===== config.mk =====
export PLATFORM = sky130hd
export DESIGN_NAME = pixel_unpack_ctrl_flat
export DESIGN_NICKNAME = d
export VERILOG_FILES = /design/src/rtl/pixel_unpack_ctrl_if.sv /design/src/rtl/pixel_unpack_ctrl.sv /design/src/flat_wrapper.sv
export SDC_FILE = /design/constraint.sdc
export NUM_CORES = 1
export LEC_CHECK = 0
export CORE_UTILIZATION = 57
export DETAILED_ROUTE_END_ITERATION = 8
export PLACE_DENSITY_LB_ADDON = 0.1
export SYNTH_ARGS = -nofsm -noshare
export SYNTH_HDL_FRONTEND = slang
export SYNTH_SLANG_ARGS = --single-unit

===== constraint.sdc =====
create_clock -name clk -period 4.6 [get_ports clk]
set_clock_uncertainty 0.05 [all_clocks]
set_input_delay 0.92 -clock clk [delete_from_list [all_inputs] [get_ports clk]]
set_output_delay 0.92 -clock clk [all_outputs]
set_load 0.03 [all_outputs]

===== src/rtl/pixel_unpack_ctrl_if.sv =====
// Word-in / pixel-out handshake bundle for pixel_unpack_ctrl.
// The dbl signal exists only when UNPACK_PIXEL_DOUBLE_EN is defined.
interface pixel_unpack_ctrl_if;
    logic [1:0]  mode;
    logic        flush;
    logic        wd_valid;
    logic [31:0] wd_data;
    logic        wd_ready;
    logic        pix_valid;
    logic        pix_ready;
    logic [7:0]  pix_data;
    logic        pix_last;
`ifdef UNPACK_PIXEL_DOUBLE_EN
    logic        dbl;

    modport master (
        output mode, flush, wd_valid, wd_data, pix_ready, dbl,
        input  wd_ready, pix_valid, pix_data, pix_last
    );
    modport slave (
        input  mode, flush, wd_valid, wd_data, pix_ready, dbl,
        output wd_ready, pix_valid, pix_data, pix_last
    );
`else
    modport master (
        output mode, flush, wd_valid, wd_data, pix_ready,
        input  wd_ready, pix_valid, pix_data, pix_last
    );
    modport slave (
        input  mode, flush, wd_valid, wd_data, pix_ready,
        output wd_ready, pix_valid, pix_data, pix_last
    );
`endif
endinterface


===== src/rtl/pixel_unpack_ctrl.sv =====
// Unpacks 32-bit FIFO words into 1/2/4/8 bpp palette indices, LS field first.
// Optional pixel doubling is built in when UNPACK_PIXEL_DOUBLE_EN is defined.
module pixel_unpack_ctrl (
    input  logic                 clk,
    input  logic                 reset,
    pixel_unpack_ctrl_if.slave   bus
);
    localparam int unsigned WORD_W = 32;
    localparam int unsigned IDX_W  = 5;
    localparam int unsigned PIX_W  = 8;

    typedef enum logic {EMPTY = 1'b0, ACTIVE = 1'b1} state_t;

    state_t              state_q, state_d;
    logic [WORD_W-1:0]   word_q, word_d;
    logic [1:0]          mode_q, mode_d;
    logic [IDX_W-1:0]    idx_q, idx_d;
`ifdef UNPACK_PIXEL_DOUBLE_EN
    logic                dbl_q, dbl_d;
    logic                phase_q, phase_d;
`endif

    logic [IDX_W-1:0]    last_idx;
    logic                phase_done;
    logic                at_last;
    logic                consume;
    logic                take_word;
    logic                load;
    logic [1:0]          fld2;

    // 2bpp field select
    demux_32_2 u_demux (
        .word (word_q),
        .sel  (idx_q[3:0]),
        .fld  (fld2)
    );

    // Shared decode used by both the next-state and output logic
    always_comb begin
        case (mode_q)
            2'd0:    last_idx = IDX_W'(31);
            2'd1:    last_idx = IDX_W'(15);
            2'd2:    last_idx = IDX_W'(7);
            default: last_idx = IDX_W'(3);
        endcase
`ifdef UNPACK_PIXEL_DOUBLE_EN
        phase_done = !dbl_q || phase_q;
`else
        phase_done = 1'b1;
`endif
        at_last   = (idx_q == last_idx) && phase_done;
        consume   = (state_q == ACTIVE) && bus.pix_ready && !bus.flush;
        take_word = !bus.flush && ((state_q == EMPTY) || (consume && at_last));
        load      = bus.wd_valid && take_word;
    end

    // State register
    always_ff @(posedge clk) begin
        if (reset) begin
            state_q <= EMPTY;
            word_q  <= '0;
            mode_q  <= '0;
            idx_q   <= '0;
`ifdef UNPACK_PIXEL_DOUBLE_EN
            dbl_q   <= 1'b0;
            phase_q <= 1'b0;
`endif
        end else begin
            state_q <= state_d;
            word_q  <= word_d;
            mode_q  <= mode_d;
            idx_q   <= idx_d;
`ifdef UNPACK_PIXEL_DOUBLE_EN
            dbl_q   <= dbl_d;
            phase_q <= phase_d;
`endif
        end
    end

    // Next state: flush beats load, load beats plain consume
    always_comb begin
        state_d = state_q;
        word_d  = word_q;
        mode_d  = mode_q;
        idx_d   = idx_q;
`ifdef UNPACK_PIXEL_DOUBLE_EN
        dbl_d   = dbl_q;
        phase_d = phase_q;
`endif
        if (bus.flush) begin
            state_d = EMPTY;
            idx_d   = '0;
`ifdef UNPACK_PIXEL_DOUBLE_EN
            phase_d = 1'b0;
`endif
        end else if (load) begin
            state_d = ACTIVE;
            word_d  = bus.wd_data;
            mode_d  = bus.mode;
            idx_d   = '0;
`ifdef UNPACK_PIXEL_DOUBLE_EN
            dbl_d   = bus.dbl;
            phase_d = 1'b0;
`endif
        end else if (consume) begin
            if (phase_done) begin
                if (idx_q == last_idx) begin
                    state_d = EMPTY;
                    idx_d   = '0;
                end else begin
                    idx_d   = idx_q + IDX_W'(1);
                end
            end
`ifdef UNPACK_PIXEL_DOUBLE_EN
            phase_d = !phase_done;
`endif
        end
    end

    // Outputs: pixel fields are decoded directly from the held word
    always_comb begin
        bus.pix_valid = (state_q == ACTIVE);
        bus.pix_last  = at_last;
        bus.wd_ready  = !reset && take_word;
        case (mode_q)
            2'd0:    bus.pix_data = PIX_W'(word_q[idx_q]);
            2'd1:    bus.pix_data = PIX_W'(fld2);
            2'd2:    bus.pix_data = PIX_W'(word_q[{idx_q[2:0], 2'b00} +: 4]);
            default: bus.pix_data = word_q[{idx_q[1:0], 3'b000} +: 8];
        endcase
    end
endmodule

// Selects one of sixteen 2-bit fields, field 0 in bits [1:0].
module demux_32_2 (
    input  logic [31:0] word,
    input  logic [3:0]  sel,
    output logic [1:0]  fld
);
    assign fld = word[{sel, 1'b0} +: 2];
endmodule


===== src/flat_wrapper.sv =====
// flat-port wrapper written by rule: the top's interface ports become plain ports
module pixel_unpack_ctrl_flat 
  (clk, reset, bus_mode, bus_flush, bus_wd_valid, bus_wd_data, bus_pix_ready, bus_wd_ready, bus_pix_valid, bus_pix_data, bus_pix_last);
  pixel_unpack_ctrl_if bus_i ();
  input  logic clk;
  input  logic reset;
  input wire logic [$bits(bus_i.mode)-1:0] bus_mode;
  input wire logic [$bits(bus_i.flush)-1:0] bus_flush;
  input wire logic [$bits(bus_i.wd_valid)-1:0] bus_wd_valid;
  input wire logic [$bits(bus_i.wd_data)-1:0] bus_wd_data;
  input wire logic [$bits(bus_i.pix_ready)-1:0] bus_pix_ready;
  output wire logic [$bits(bus_i.wd_ready)-1:0] bus_wd_ready;
  output wire logic [$bits(bus_i.pix_valid)-1:0] bus_pix_valid;
  output wire logic [$bits(bus_i.pix_data)-1:0] bus_pix_data;
  output wire logic [$bits(bus_i.pix_last)-1:0] bus_pix_last;
  assign bus_i.mode = bus_mode;
  assign bus_i.flush = bus_flush;
  assign bus_i.wd_valid = bus_wd_valid;
  assign bus_i.wd_data = bus_wd_data;
  assign bus_i.pix_ready = bus_pix_ready;
  assign bus_wd_ready = bus_i.wd_ready;
  assign bus_pix_valid = bus_i.pix_valid;
  assign bus_pix_data = bus_i.pix_data;
  assign bus_pix_last = bus_i.pix_last;
  pixel_unpack_ctrl u_core (.clk(clk), .reset(reset), .bus(bus_i));
endmodule

# Word level (Yosys, flattened, before mapping)
# Index checks and enable logic that the tools add are counted.
# totals
reg_bits,40
ramBits,0
rom_bits,0
latchBits,0
memories,0
# classes
shifts,3
n_lt_le_gt_ge,1
n_mux,8
n_addsub,1
n_mul,0
n_bitwise,2
reduce_logical,16
div_mod_pow,0
eq_ne,3
# op_table
cell,n
$shiftx A32 B6 Y2,1
$shiftx A32 B6 Y4,1
$shiftx A32 B6 Y8,1
$pmux W8 S3,1
$pmux W5 S3,1
$logic_and A1 B1 Y1,6
$lt A5 B6 Y1 const B,1
$add A5 B1 Y5 const B,1
$bmux W1 S5,1
$eq A5 B5 Y1,1
$mux W5,1
$mux W1,4
$reduce_and A2 Y1,2
$reduce_bool A2 Y1,2
$reduce_or A3 Y1,1
$eq A2 B1 Y1 const B,1
$eq A2 B2 Y1 const B,1
$logic_not A1 Y1,2
$logic_not A2 Y1,1
$not A1 Y1,2
$reduce_or A2 Y1,1
$logic_or A1 B1 Y1,1

# Depth between registers and ports, before layout
# Gate-level depths: netlist of run 1.
# logic_depth
depth_word,9
depth_mapped,8
ltp_nobuf,6

# Hierarchy
# From an unflattened synthesis of run 1, not the netlist that was laid out.
# hier_totals
cells_unflattened,285
area_unflattened_um2,2980.4
# by_module_without_submodules
mod,n_inst,area_each_um2,seq_area_each_um2,cells_each
pixel_unpack_ctrl,1,2711.4,800.8,264
demux_32_2,1,269.0,0.0,21

# Least setup slack after synthesis of run 1
# OpenSTA, ideal clock, no wires.
# synth_path
path_kind,input port to output port
startpoint,input bus_flush
endpoint,output bus_wd_ready
path_slack_ns,1.506
path_buffers,0
stages,3
arrival_ns,2.124
required_ns,3.630
cell_sequence,nand4b_1 -> o21a_1 -> nor3_1
# synth_between
elab_chain_len,6
# synth_rtl
element,line_no,rtl
"start, declared",flat_wrapper.sv:8,input wire logic [$bits(bus_i.flush)-1:0] bus_flush;
$logic_not A1 Y1 *,"pixel_unpack_ctrl.sv:52, pixel_unpack_ctrl.sv:53",
$logic_and A1 B1 Y1,pixel_unpack_ctrl.sv:52,consume = (state_q == ACTIVE) && bus.pix_ready && !bus.flush;
$logic_and A1 B1 Y1,pixel_unpack_ctrl.sv:53,take_word = !bus.flush && ((state_q == EMPTY) || (consume && at_last));
$logic_or A1 B1 Y1,pixel_unpack_ctrl.sv:53,
$logic_and A1 B1 Y1 *,pixel_unpack_ctrl.sv:53,
$logic_and A1 B1 Y1 *,pixel_unpack_ctrl.sv:124,bus.wd_ready = !reset && take_word;
"end, declared",flat_wrapper.sv:12,output wire logic [$bits(bus_i.wd_ready)-1:0] bus_wd_ready;
# Every way passes the cells marked *; elsewhere a longest branch is shown, timed or not.

# Worst setup path in the final report of run 1
# layout_path
startpoint,register u_core.idx_q[1]
endpoint,output bus_pix_data[0]
# layout_between
elab_chain_len,3
elab_cells_between_ends,6
classes_between,shift (3); mux (3)
# layout_rtl
element,line_no,rtl
"start, declared",pixel_unpack_ctrl.sv:17,"logic [IDX_W-1:0] idx_q, idx_d;"
"start signal, assigned",pixel_unpack_ctrl.sv:72,idx_q <= idx_d;
$bmux W1 S5,pixel_unpack_ctrl.sv:126,2'd0: bus.pix_data = PIX_W'(word_q[idx_q]);
$mux W1 (not written as such),pixel_unpack_ctrl.sv:126,
$pmux W8 S3 *,pixel_unpack_ctrl.sv:125,case (mode_q)
"end, declared",flat_wrapper.sv:14,output wire logic [$bits(bus_i.pix_data)-1:0] bus_pix_data;
# Every way passes the cells marked *; elsewhere a longest branch is shown, timed or not. The select of a mux whose other input is x is not followed.

==> results of run 1 <==
worst max-delay path, cell delays in order (launching register included):
cell and delay (ns):
dfxtp_1 0.90, buf_4 0.31, mux4_2 0.30, mux2_2 0.27
and3_1 0.17, a211oi_1 0.21, nor2_1 0.09, clkdlybuf4s50_1 0.59
synth_stat cells, drive strengths merged, types with 3 or more instances:
cell | instances | area [um2]
xnor2 | 3 | 26.3
inv | 5 | 18.8
mux2i | 42 | 420
mux2 | 3 | 33.8
clkbuf | 3 | 11.3
dfxtp | 40 | 801
a21oi | 3 | 15.0
and3 | 5 | 31.3
mux4 | 33 | 769
nor2 | 50 | 188
buf | 18 | 168
cell type report:
cell class / count / share of cell area, %
inverter: 5 / 0.578
multi-input combinational: 167 / 52.6
tap: 52 / 2.00
clock buffer: 6 / 2.23
timing repair buffer: 59 / 17.8
clock inverter: 1 / 0.154
sequential: 40 / 24.7
cell families after synthesis:
| group | after synthesis |
|---|---|
| compound gates | 18 |
| flops | 40 |
| fa+ha+maj | 1 |
| mux | 78 |
| buf+inv | 26 |
| xor+xnor | 5 |
| simple gates | 65 |
through the flow:
stage	setup slack, ns	cells	utilization, %
after global routing	0.332	330	73.1
after CTS	0.489	330	73.1
after detailed placement	0.745	323	71.3
after global placement	0.799	323	71.3
after floorplan	1.51	233	-
final	0.487	330	73.1
routing by layer:
metal | part of all wire [%] | routed length (um) | global-route usage (%) | vias up
met2 | 50 | 2950 | 43.1 | 85
met4 | 1.5 | 88 | 9.78 | 0
li1 | - | - | - | 973
met5 | 0 | 0 | 0 | -
met3 | 5.9 | 345 | 5.41 | 15
met1 | 42 | 2500 | 34.2 | 1027
state kept, by name, indices dropped and copies added, names as in the netlist:
register              count
u_core.mode_q             2
u_core.idx_q              5
u_core.word_q            32
u_core.bus.pix_valid      1
power by group:
group | total [mW] | leakage (nW) | switching, mW | internal [mW]
registers | 0.384 | 0.326 | 0.0226 | 0.361
logic | 0.121 | 0.794 | 0.0454 | 0.0757
clock network | 0.220 | 0.0410 | 0.117 | 0.103
total | 0.725 | 1.16 | 0.185 | 0.540
worst min path at each step:
stage                 startpoint           endpoint  depth (start not counted)
4_1_cts        u_core.word_q[24]  u_core.word_q[24]                          2
5_1_grt        u_core.word_q[24]  u_core.word_q[24]                          2
3_3_place_gp   u_core.word_q[19]  u_core.word_q[19]                          2
2_1_floorplan  u_core.word_q[13]  u_core.word_q[13]                          2
3_5_place_dp   u_core.word_q[24]  u_core.word_q[24]                          2
6_report       u_core.word_q[24]  u_core.word_q[24]                          2
==> key figures, run 1 <==
Clocking
  • Clk buf depth: 2
  • Number of buffers created by CTS: 5
  • TritonCTS clock tree: yes
  • CTS Hold Bufs: 0
  • Clock Latency Late Sink: slightly below 0.3 ns
  • Post-CTS sizing: 0
  • Postcts setup bufs: 0
  • # H-tree levels: 2
  • Reg clk slew, reported paths: around 0.070 ns
  • Clock Sink Count: 40
  • Clock Tree Root: clkbuf_8

Timing
  • Hold Slack: 0.510 ns
  • Final worst path period need: 4.11 ns
  • Hold Vio Cnt, Final: 0
  • Slew HR: about two fifths
  • Worst-Margin Slew: around 0.9 ns
  • Final Cycle Share: 89.4%
  • RSZ-0062 raised after global routing: no
  • Fmax: 0.243 GHz
  • Final setup viols: 0
  • Setup TNS: 0 ns
  • Max-slew violation count: 0

Critical path
  • Critical path type: flip-flop to output port
  • Cells on worst reg2reg path: 8
  • Worst EP required: 3.63 ns
  • R2r setup slk: between 1 and 1.5 ns
  • Arrival @ worst endpoint: about 3.1 ns
  • Worst setup EP type: output port
  • Worst-path fanout max: 19
  • First element of the critical path: u_core.idx_q[1]
  • R2R Path End: u_core.word_q[3]
  • Worst r2r src: u_core.idx_q[1]
  • CP endpoint: bus_pix_data[0]
  • Startpoint Class: flip-flop

Synthesis
  • Post-synth top flop: dfxtp_1
  • Syn_area_per_cell: about 12 um2
  • Syn. warnings: 0
  • Post-synthesis mux area share: 45.2%
  • Share of flip-flops with an asynchronous set or reset: 0%
  • Post-Synth XOR/XNOR Area: under 10%
  • Post-Synth Adder-Cell Area: less than 1%
  • Yosys cell types: 37
  • Number of flops mapped to enable cells by yosys: 0
  • Post-synth net total: 273
  • Post-synthesis sequential area ratio: 29.6%
  • Main combinational cell family by area after synthesis: multiplexers
  • Syn Std Cell Area: roughly 0.0027 mm2
  • #FFs+latches synth: 40
  • Post-Synth Simple-Gate Area: 10.5%
  • Synth Instances: approximately 230
  • Synth Area in Compound Gates: approximately 5.3%

Detailed routing
  • DRT antenna net count: 0
  • Routed via count: 2100
  • Final wirelength: around 6 mm
  • Via density: around 6.4
  • First-pass iteration count of the detailed router: 6
  • Post-detailed-route wirelength per cell: 17.8 um
  • Drc violations: 0
  • 1st-iter DRT viols: approximately 170

Floorplanning
  • Initial Utilization: 60.9%
  • I/O Pins: 50
  • Die Wd: 70.9 um
  • Core Footprint: approximately 0.0044 mm2
  • Site row count: 24
  • Die H: slightly above 70 um
  • DIE AREA: about 0.005 mm2

Final layout
  • Total Nets Final: between 300 and 400
  • Antenna cells: 0
  • Multi-input logic area: around 0.0017 mm2
  • Post-route cell area: approximately 0.0032 mm2
  • Reg area: between 800 and 900 um2
  • Commonest non-fill, non-tap cell in the layout: nor2_1
  • Syn-to-layout area delta: 20.0%
  • Commonest non-fill, non-tap cells in the layout: nor2_1 (50), clkdlybuf4s50_1 (49), mux2i_1 (42)
  • Layout cell share with drive strength beyond 1: ~17%
  • Fillers: 318

Run status
  • Outcome: complete, no violations

Power and ir drop
  • Maximum vdd ir drop: 0.000192 V
  • P_leak: around 1.2 nW
  • Power, Total: ~0.72 mW
  • Pwr/cell area: roughly 220 mW/mm2

Placed design
  • Post-DP HPWL: approximately 4.3 mm
  • Port bufs: between 40 and 50
  • Final RePlAce weighted congestion: 0.877
  • Dpl cell area: roughly 0.0032 mm2

Global route
  • First-pass GRT wire length: 10.0 mm
  • Pin count of the biggest net entering global routing: 36
  • Vias in the first global route: 2016
  • GRT overflow: 0
  • Antenna violations before repair: 0
  • Gr usage total: between 20% and 30%

Job
  • Maxcap violations: 0

Hold path
  • Hold crit path type: flip-flop to flip-flop
Power figures use the tool's default switching activity.
==> run 2, diff against run 1 <==
--- a/config.mk
+++ b/config.mk
@@ -5,6 +5,7 @@
 export SDC_FILE = /design/constraint.sdc
 export NUM_CORES = 1
 export LEC_CHECK = 0
+export CAP_MARGIN = 25
 export CORE_UTILIZATION = 57
 export DETAILED_ROUTE_END_ITERATION = 8
 export PLACE_DENSITY_LB_ADDON = 0.1
==> results of run 2 <==
The final DEF is identical to that of run 1; final timing and power are the same.
